File: src/rtl/sram_bus_arbiter_pkg.sv
// ---------------------------------------------------------------------------
// sram_bus_arbiter_pkg
// Shared types for the instruction/data SRAM-port arbiter.
//   ARB_ADDR_W / ARB_DATA_W : default address and data widths
//   arb_state_e             : arbiter FSM state codes (IDLE -> ADDR -> DATA)
//   arb_owner_e             : which requester currently owns the memory port
// ---------------------------------------------------------------------------
package sram_bus_arbiter_pkg;

    localparam int ARB_ADDR_W = 32;
    localparam int ARB_DATA_W = 32;

    typedef enum logic [1:0] {
        ARB_IDLE = 2'd0,
        ARB_ADDR = 2'd1,
        ARB_DATA = 2'd2
    } arb_state_e;

    typedef enum logic {
        OWNER_INST = 1'b0,
        OWNER_DATA = 1'b1
    } arb_owner_e;

endpackage

File: src/rtl/sram_bus_arbiter_if.sv
// ---------------------------------------------------------------------------
// sram_bus_arbiter_if
// Bundles every handshake/bus signal around the arbiter: the IF-stage fetch
// port, the MEM-stage data port, the shared downstream SRAM-like port and the
// busy hint.
//   modport slave  : the arbiter's view (requests and memory replies in,
//                    responses and downstream request out)
//   modport master : the surrounding pipeline + memory view (the mirror)
// ---------------------------------------------------------------------------
interface sram_bus_arbiter_if
    import sram_bus_arbiter_pkg::*;
#(
    parameter int ADDR_W = ARB_ADDR_W,
    parameter int DATA_W = ARB_DATA_W
);

    // Instruction fetch port
    logic                  inst_req;
    logic [ADDR_W-1:0]     inst_addr;
    logic [DATA_W-1:0]     inst_rdata;
    logic                  inst_data_ok;
    logic                  inst_flush;

    // Data access port
    logic                  data_req;
    logic                  data_wr;
    logic [DATA_W/8-1:0]   data_wstrb;
    logic [ADDR_W-1:0]     data_addr;
    logic [DATA_W-1:0]     data_wdata;
    logic [DATA_W-1:0]     data_rdata;
    logic                  data_data_ok;

    // Shared downstream memory port
    logic                  mem_req;
    logic                  mem_wr;
    logic [DATA_W/8-1:0]   mem_wstrb;
    logic [ADDR_W-1:0]     mem_addr;
    logic [DATA_W-1:0]     mem_wdata;
    logic                  mem_addr_ok;
    logic                  mem_data_ok;
    logic [DATA_W-1:0]     mem_rdata;

    // Pipeline stall hint
    logic                  busy;

    modport slave (
        input  inst_req, inst_addr, inst_flush,
        input  data_req, data_wr, data_wstrb, data_addr, data_wdata,
        input  mem_addr_ok, mem_data_ok, mem_rdata,
        output inst_rdata, inst_data_ok,
        output data_rdata, data_data_ok,
        output mem_req, mem_wr, mem_wstrb, mem_addr, mem_wdata,
        output busy
    );

    modport master (
        output inst_req, inst_addr, inst_flush,
        output data_req, data_wr, data_wstrb, data_addr, data_wdata,
        output mem_addr_ok, mem_data_ok, mem_rdata,
        input  inst_rdata, inst_data_ok,
        input  data_rdata, data_data_ok,
        input  mem_req, mem_wr, mem_wstrb, mem_addr, mem_wdata,
        input  busy
    );

endinterface

File: src/rtl/sram_bus_arbiter.sv
// ---------------------------------------------------------------------------
// sram_bus_arbiter
// Shares one SRAM-like memory port between instruction fetch and data access.
// One transaction at a time; data wins when both ask in the same idle cycle.
// Runs the addr_ok/data_ok handshake and steers read data back to the owner.
// A flushed fetch still completes its bus handshake but its reply is dropped.
// Ports:
//   clk  : clock, rising edge
//   rst  : synchronous active-high reset
//   bus  : sram_bus_arbiter_if.slave (fetch port, data port, memory port, busy)
// ---------------------------------------------------------------------------
module sram_bus_arbiter
    import sram_bus_arbiter_pkg::*;
#(
    parameter int ADDR_W = ARB_ADDR_W,
    parameter int DATA_W = ARB_DATA_W
) (
    input  logic             clk,
    input  logic             rst,
    sram_bus_arbiter_if.slave bus
);

    arb_state_e            state_q;
    arb_owner_e            owner_q;
    logic                  discard_q;
    logic                  memReq_q;
    logic                  memWr_q;
    logic [DATA_W/8-1:0]   memWstrb_q;
    logic [ADDR_W-1:0]     memAddr_q;
    logic [DATA_W-1:0]     memWdata_q;

    logic                  respValid;
    logic                  instFlushHit;

    // A flush only matters while the fetch owns the port; a flush during a
    // data transaction leaves that transaction untouched.
    assign instFlushHit = bus.inst_flush && (owner_q == OWNER_INST);

    // Arbiter FSM. The request fields are captured at grant time so the
    // downstream request stays stable under addr_ok backpressure even if the
    // requester changes its inputs. A fetch grant drives a read, so write
    // enable, strobes and write data are forced to zero. Grants are only
    // made from IDLE, so a reply in DATA never overlaps a new request.
    always_ff @(posedge clk) begin
        if (rst) begin
            state_q    <= ARB_IDLE;
            owner_q    <= OWNER_INST;
            discard_q  <= 1'b0;
            memReq_q   <= 1'b0;
            memWr_q    <= 1'b0;
            memWstrb_q <= '0;
            memAddr_q  <= '0;
            memWdata_q <= '0;
        end else begin
            case (state_q)
                ARB_IDLE: begin
                    discard_q <= 1'b0;
                    if (bus.data_req) begin
                        owner_q    <= OWNER_DATA;
                        memReq_q   <= 1'b1;
                        memWr_q    <= bus.data_wr;
                        memWstrb_q <= bus.data_wstrb;
                        memAddr_q  <= bus.data_addr;
                        memWdata_q <= bus.data_wdata;
                        state_q    <= ARB_ADDR;
                    end else if (bus.inst_req && !bus.inst_flush) begin
                        owner_q    <= OWNER_INST;
                        memReq_q   <= 1'b1;
                        memWr_q    <= 1'b0;
                        memWstrb_q <= '0;
                        memAddr_q  <= bus.inst_addr;
                        memWdata_q <= '0;
                        state_q    <= ARB_ADDR;
                    end
                end

                ARB_ADDR: begin
                    // The request is already visible downstream, so a flush
                    // here cannot withdraw it; mark the reply for discard.
                    if (instFlushHit) begin
                        discard_q <= 1'b1;
                    end
                    if (bus.mem_addr_ok) begin
                        memReq_q <= 1'b0;
                        state_q  <= ARB_DATA;
                    end
                end

                ARB_DATA: begin
                    if (instFlushHit) begin
                        discard_q <= 1'b1;
                    end
                    if (bus.mem_data_ok) begin
                        discard_q <= 1'b0;
                        state_q   <= ARB_IDLE;
                    end
                end

                default: begin
                    memReq_q <= 1'b0;
                    state_q  <= ARB_IDLE;
                end
            endcase
        end
    end

    // Return path: the reply is forwarded in the same cycle mem_data_ok
    // arrives. A fetch reply is suppressed if it was flushed earlier or is
    // being flushed in the very cycle it returns. Read data is gated by the
    // completion pulse so both rdata ports idle at zero.
    always_comb begin
        respValid        = (state_q == ARB_DATA) && bus.mem_data_ok;
        bus.inst_data_ok = respValid && (owner_q == OWNER_INST) &&
                           !discard_q && !bus.inst_flush;
        bus.data_data_ok = respValid && (owner_q == OWNER_DATA);
        bus.inst_rdata   = bus.inst_data_ok ? bus.mem_rdata : '0;
        bus.data_rdata   = bus.data_data_ok ? bus.mem_rdata : '0;
    end

    // Downstream request fields come straight from the capture registers.
    always_comb begin
        bus.mem_req   = memReq_q;
        bus.mem_wr    = memWr_q;
        bus.mem_wstrb = memWstrb_q;
        bus.mem_addr  = memAddr_q;
        bus.mem_wdata = memWdata_q;
        bus.busy      = (state_q != ARB_IDLE);
    end

endmodule

File: src/flat_wrapper.sv
// flat-port wrapper written by rule: the top's interface ports become plain ports
module sram_bus_arbiter_flat import sram_bus_arbiter_pkg::*;
#(
    parameter int ADDR_W = ARB_ADDR_W,
    parameter int DATA_W = ARB_DATA_W
)
  (clk, rst, bus_inst_req, bus_inst_addr, bus_inst_flush, bus_data_req, bus_data_wr, bus_data_wstrb, bus_data_addr, bus_data_wdata, bus_mem_addr_ok, bus_mem_data_ok, bus_mem_rdata, bus_inst_rdata, bus_inst_data_ok, bus_data_rdata, bus_data_data_ok, bus_mem_req, bus_mem_wr, bus_mem_wstrb, bus_mem_addr, bus_mem_wdata, bus_busy);
  sram_bus_arbiter_if #(.ADDR_W(ADDR_W), .DATA_W(DATA_W)) bus_i ();
  input  logic clk;
  input  logic rst;
  input wire logic [$bits(bus_i.inst_req)-1:0] bus_inst_req;
  input wire logic [$bits(bus_i.inst_addr)-1:0] bus_inst_addr;
  input wire logic [$bits(bus_i.inst_flush)-1:0] bus_inst_flush;
  input wire logic [$bits(bus_i.data_req)-1:0] bus_data_req;
  input wire logic [$bits(bus_i.data_wr)-1:0] bus_data_wr;
  input wire logic [$bits(bus_i.data_wstrb)-1:0] bus_data_wstrb;
  input wire logic [$bits(bus_i.data_addr)-1:0] bus_data_addr;
  input wire logic [$bits(bus_i.data_wdata)-1:0] bus_data_wdata;
  input wire logic [$bits(bus_i.mem_addr_ok)-1:0] bus_mem_addr_ok;
  input wire logic [$bits(bus_i.mem_data_ok)-1:0] bus_mem_data_ok;
  input wire logic [$bits(bus_i.mem_rdata)-1:0] bus_mem_rdata;
  output wire logic [$bits(bus_i.inst_rdata)-1:0] bus_inst_rdata;
  output wire logic [$bits(bus_i.inst_data_ok)-1:0] bus_inst_data_ok;
  output wire logic [$bits(bus_i.data_rdata)-1:0] bus_data_rdata;
  output wire logic [$bits(bus_i.data_data_ok)-1:0] bus_data_data_ok;
  output wire logic [$bits(bus_i.mem_req)-1:0] bus_mem_req;
  output wire logic [$bits(bus_i.mem_wr)-1:0] bus_mem_wr;
  output wire logic [$bits(bus_i.mem_wstrb)-1:0] bus_mem_wstrb;
  output wire logic [$bits(bus_i.mem_addr)-1:0] bus_mem_addr;
  output wire logic [$bits(bus_i.mem_wdata)-1:0] bus_mem_wdata;
  output wire logic [$bits(bus_i.busy)-1:0] bus_busy;
  assign bus_i.inst_req = bus_inst_req;
  assign bus_i.inst_addr = bus_inst_addr;
  assign bus_i.inst_flush = bus_inst_flush;
  assign bus_i.data_req = bus_data_req;
  assign bus_i.data_wr = bus_data_wr;
  assign bus_i.data_wstrb = bus_data_wstrb;
  assign bus_i.data_addr = bus_data_addr;
  assign bus_i.data_wdata = bus_data_wdata;
  assign bus_i.mem_addr_ok = bus_mem_addr_ok;
  assign bus_i.mem_data_ok = bus_mem_data_ok;
  assign bus_i.mem_rdata = bus_mem_rdata;
  assign bus_inst_rdata = bus_i.inst_rdata;
  assign bus_inst_data_ok = bus_i.inst_data_ok;
  assign bus_data_rdata = bus_i.data_rdata;
  assign bus_data_data_ok = bus_i.data_data_ok;
  assign bus_mem_req = bus_i.mem_req;
  assign bus_mem_wr = bus_i.mem_wr;
  assign bus_mem_wstrb = bus_i.mem_wstrb;
  assign bus_mem_addr = bus_i.mem_addr;
  assign bus_mem_wdata = bus_i.mem_wdata;
  assign bus_busy = bus_i.busy;
  sram_bus_arbiter #(.ADDR_W(ADDR_W), .DATA_W(DATA_W)) u_core (.clk(clk), .rst(rst), .bus(bus_i));
endmodule
File: config.mk
export PLATFORM = sky130hd
export DESIGN_NAME = sram_bus_arbiter_flat
export DESIGN_NICKNAME = d
export VERILOG_FILES = /design/src/rtl/sram_bus_arbiter_pkg.sv /design/src/rtl/sram_bus_arbiter_if.sv /design/src/rtl/sram_bus_arbiter.sv /design/src/flat_wrapper.sv
export SDC_FILE = /design/constraint.sdc
export NUM_CORES = 1
export LEC_CHECK = 0
export BUFFER_PORTS_ARGS = -buffer_cell sky130_fd_sc_hd__buf_4
export CAP_MARGIN = 20
export CORE_AREA = 2 2 107 109
export CTS_BUF_LIST = sky130_fd_sc_hd__clkbuf_4 sky130_fd_sc_hd__clkbuf_8
export CTS_CLUSTER_DIAMETER = 80
export DETAILED_ROUTE_END_ITERATION = 10
export DIE_AREA = 0 0 109 111
export GPL_ROUTABILITY_DRIVEN = 0
export GPL_TIMING_DRIVEN = 0
export PLACE_DENSITY_LB_ADDON = 0.15
export SETUP_SLACK_MARGIN = 0.02
export SLEW_MARGIN = 10
export SYNTH_ARGS = -nofsm -noshare
export SYNTH_HDL_FRONTEND = slang
export SYNTH_SLANG_ARGS = --single-unit
File: constraint.sdc
create_clock -name clk -period 4.7 [get_ports clk]
set_input_delay 0.235 -clock clk [delete_from_list [all_inputs] [get_ports clk]]
set_output_delay 0.235 -clock clk [all_outputs]
set_load 0.005 [all_outputs]
==> results.cfg <==
[run_status]
status = complete, no violations

[global_route]
antenna_found_initial = 0
grt_max_degree = 14
grt_pass1_vias = 4007
grt_usage = 0.218
grt.overflow.total = 0
grt_pass1_wl_mm = 20.6

[timing]
setup-tns-final_ns = 0
final-hold-violation-count = 0
max-slew-margin-rel = 0.674
setup_violations = 0
fin_skew_ns = 0.0109
rsz0062_at_grt = no
worst_slew_pin_slew_ns = 0.485
holdWs_ns = 0.0693
maxSlewViolCount = 0
min_period_ns = 2.41
fmaxAchievable_ghz = 0.416
setup_slack_ns = 2.29
fin_crit_sh = 0.512

[placed_design]
portBuffers = 275
dpl.hpwl_mm = 10.9
preCtsSetupSlack_ns = 2.61
dp.cells = 812

[worst_setup_path]
slowest_stage = nor4_2
arrival_ns = 2.17
critPathMaxFanout = 10
cp_top_family = simple AND/OR/NAND/NOR gates
regToRegEndpoint = u_core.bus.mem_addr[11]
cp-end-kind = primary output
critPathBufInv = 3
crit_type = flop to primary output
worstSetupPathDepth = 7
crit_required_ns = 4.47
r2r_cells = 6
cp-start-kind = flop
cp-endpoint = bus_inst_rdata[0]
startpoint = u_core.state_q[0]
crit_chain = inv_1, ha_1, nand2_1, nor4_2, clkbuf_1, and2_1, buf_4
crit_path_max_incr_delay_ns = 0.37
r2r-start = u_core.state_q[1]
ff2ff_setup_slack_ns = 2.89

[cells_and_area]
stdcell_count = 828
drive_gt1_frac = 0.469
nNetsFinal = 826
final_common_cell = buf_4
syn2layout_area_growth_pct = 62.2
antennaDiodeCount = 0
final_cell_mix = 280 x buf_4, 74 x dfxtp_1, 64 x and2_1, 37 x and4_1, 34 x mux2i_1

[pwr]
switching_share = 0.349
pwr-share-comb = 0.427
p_int_mw = 1.56
p_leak_nw = 3.37
pwr-share-clk = 0.207
powerDensity_nw_per_um2 = 377
p_sw_uw = 838
sequentialPowerShare = 0.366
ir_worst_vdd_mv = 0.221

[clock_network]
clkTransAtPathRegs_ns = 0.07
cts_root_buf = clkbuf_8
ctsResizeCount = 0
htreeDepth = 3
clock_tree.buffer_depth = 2
cts_setup_buffers = 0
cts_buffers = 9
clk_latency_ns = 0.36
cts_sinks = 74
cts_hold_buf = 0
cts_tree = built

[detailed_routing]
route.vias.total = 4160
wl_mm = 13.5
drt_iter0_markers = 143
final_antenna_net_count = 0
vias_per_cell = 5.02
firstDrtPassIters = 4
remaining_drc_errors = 0
wire_per_inst_um = 16.3

[yosys]
netlist_area_um2 = 3930
synth_ff_type = dfxtp_1
ys_seq_area_frac = 0.377
synth_edf_count = 0
synth.distinct_cells = 30
ys_warn_count = 0
syn_nets = 540
syn_area_per_cell_um2 = 9.96
synth-seq-cells = 74
postSynth.asyncResetShare = 0
synth_cells = 394

[floorplan]
ioPinCount = 277
die_area_um2 = 12100
core_um2 = 11100
initial_core_util = 0.354
die_h_um = 111
die_w_um = 109
rows = 39

[flow_run]
drv_cap = 0

[min_path]
hold_path.class = primary input to flop
[through the flow]
step / instance area [um2] / total power [mW] / util
2_1_floorplan: 3930 / 1.40 / -
3_3_place_gp: 6170 / 1.89 / 0.557
3_5_place_dp: 6170 / 1.93 / 0.557
4_1_cts: 6360 / 2.43 / 0.575
5_1_grt: 6360 / 2.57 / 0.575
6_report: 6360 / 2.40 / 0.575
[worst min-delay path by stage]
| stage | start | to | cells past startpoint |
|---|---|---|---|
| 4_1_cts | rst | u_core.owner_q | 2 |
| 5_1_grt | rst | u_core.discard_q | 2 |
| 2_1_floorplan | rst | u_core.owner_q | 1 |
| 6_report | rst | u_core.owner_q | 2 |
| 3_5_place_dp | rst | u_core.owner_q | 2 |
| 3_3_place_gp | rst | u_core.owner_q | 2 |
[Yosys cell counts (6+ instances only)]
master	n	area [um2]
a31o_1	29	254
dfxtp_1	74	1480
clkbuf_1	28	105
o211a_1	33	330
o211ai_1	32	240
and4_1	37	324
a31o_2	8	70.1
ha_1	6	75.1
mux2i_1	34	340
buf_2	10	50.1
and2_1	64	400
[final cells by class]
| type | instances | area [um2] |
|---|---|---|
| plain buffers | 48 | 234 |
| clock buffers | 10 | 131 |
| clock inverters | 6 | 65.1 |
| fillers | 1032 | 4710 |
| inverters | 6 | 22.5 |
| multi-input cells | 266 | 2190 |
| flip-flops and latches | 74 | 1480 |
| well taps | 143 | 179 |
| repair buffers | 275 | 2060 |
[kinds of logic after synthesis]
group | synth area share
fa+ha+maj | 0.0191
buf+inv | 0.0654
flops | 0.377
simple gates | 0.206
mux | 0.0867
compound gates | 0.245
[flip-flops by register name, indices dropped and copies added (netlist names)]
name and flops:
u_core.bus.mem_addr 32, u_core.bus.mem_wdata 32, u_core.bus.mem_wstrb 4, u_core.state_q 2, u_core.bus.mem_req 1, u_core.bus.mem_wr 1
u_core.discard_q 1, u_core.owner_q 1
[worst reg2reg max path, stage by stage, from the launching register on]
cell,delay (ns)
dfxtp_1,0.35
inv_1,0.14
ha_1,0.21
buf_2,0.29
clkbuf_1,0.39
o211ai_1,0.16
o211a_1,0.16
[power groups by stage]
stage	Sequential, mW	Clock [mW]	Combinational [mW]
CTS	0.879	0.511	1.04
floorplan	0.891	0	0.510
global route	0.898	0.540	1.13
detailed placement	0.890	0	1.03
finish	0.879	0.497	1.02
global placement	0.885	0	1.01
[per-layer routing]
layer,GRT usage,up-vias,share of wire
met1,0.246,1923,0.39
met5,0,-,0
met3,0.0617,15,0.077
met4,0.0615,0,0.015
met2,0.391,168,0.51
li1,-,2054,-
(Power assumes the default switching activity.)
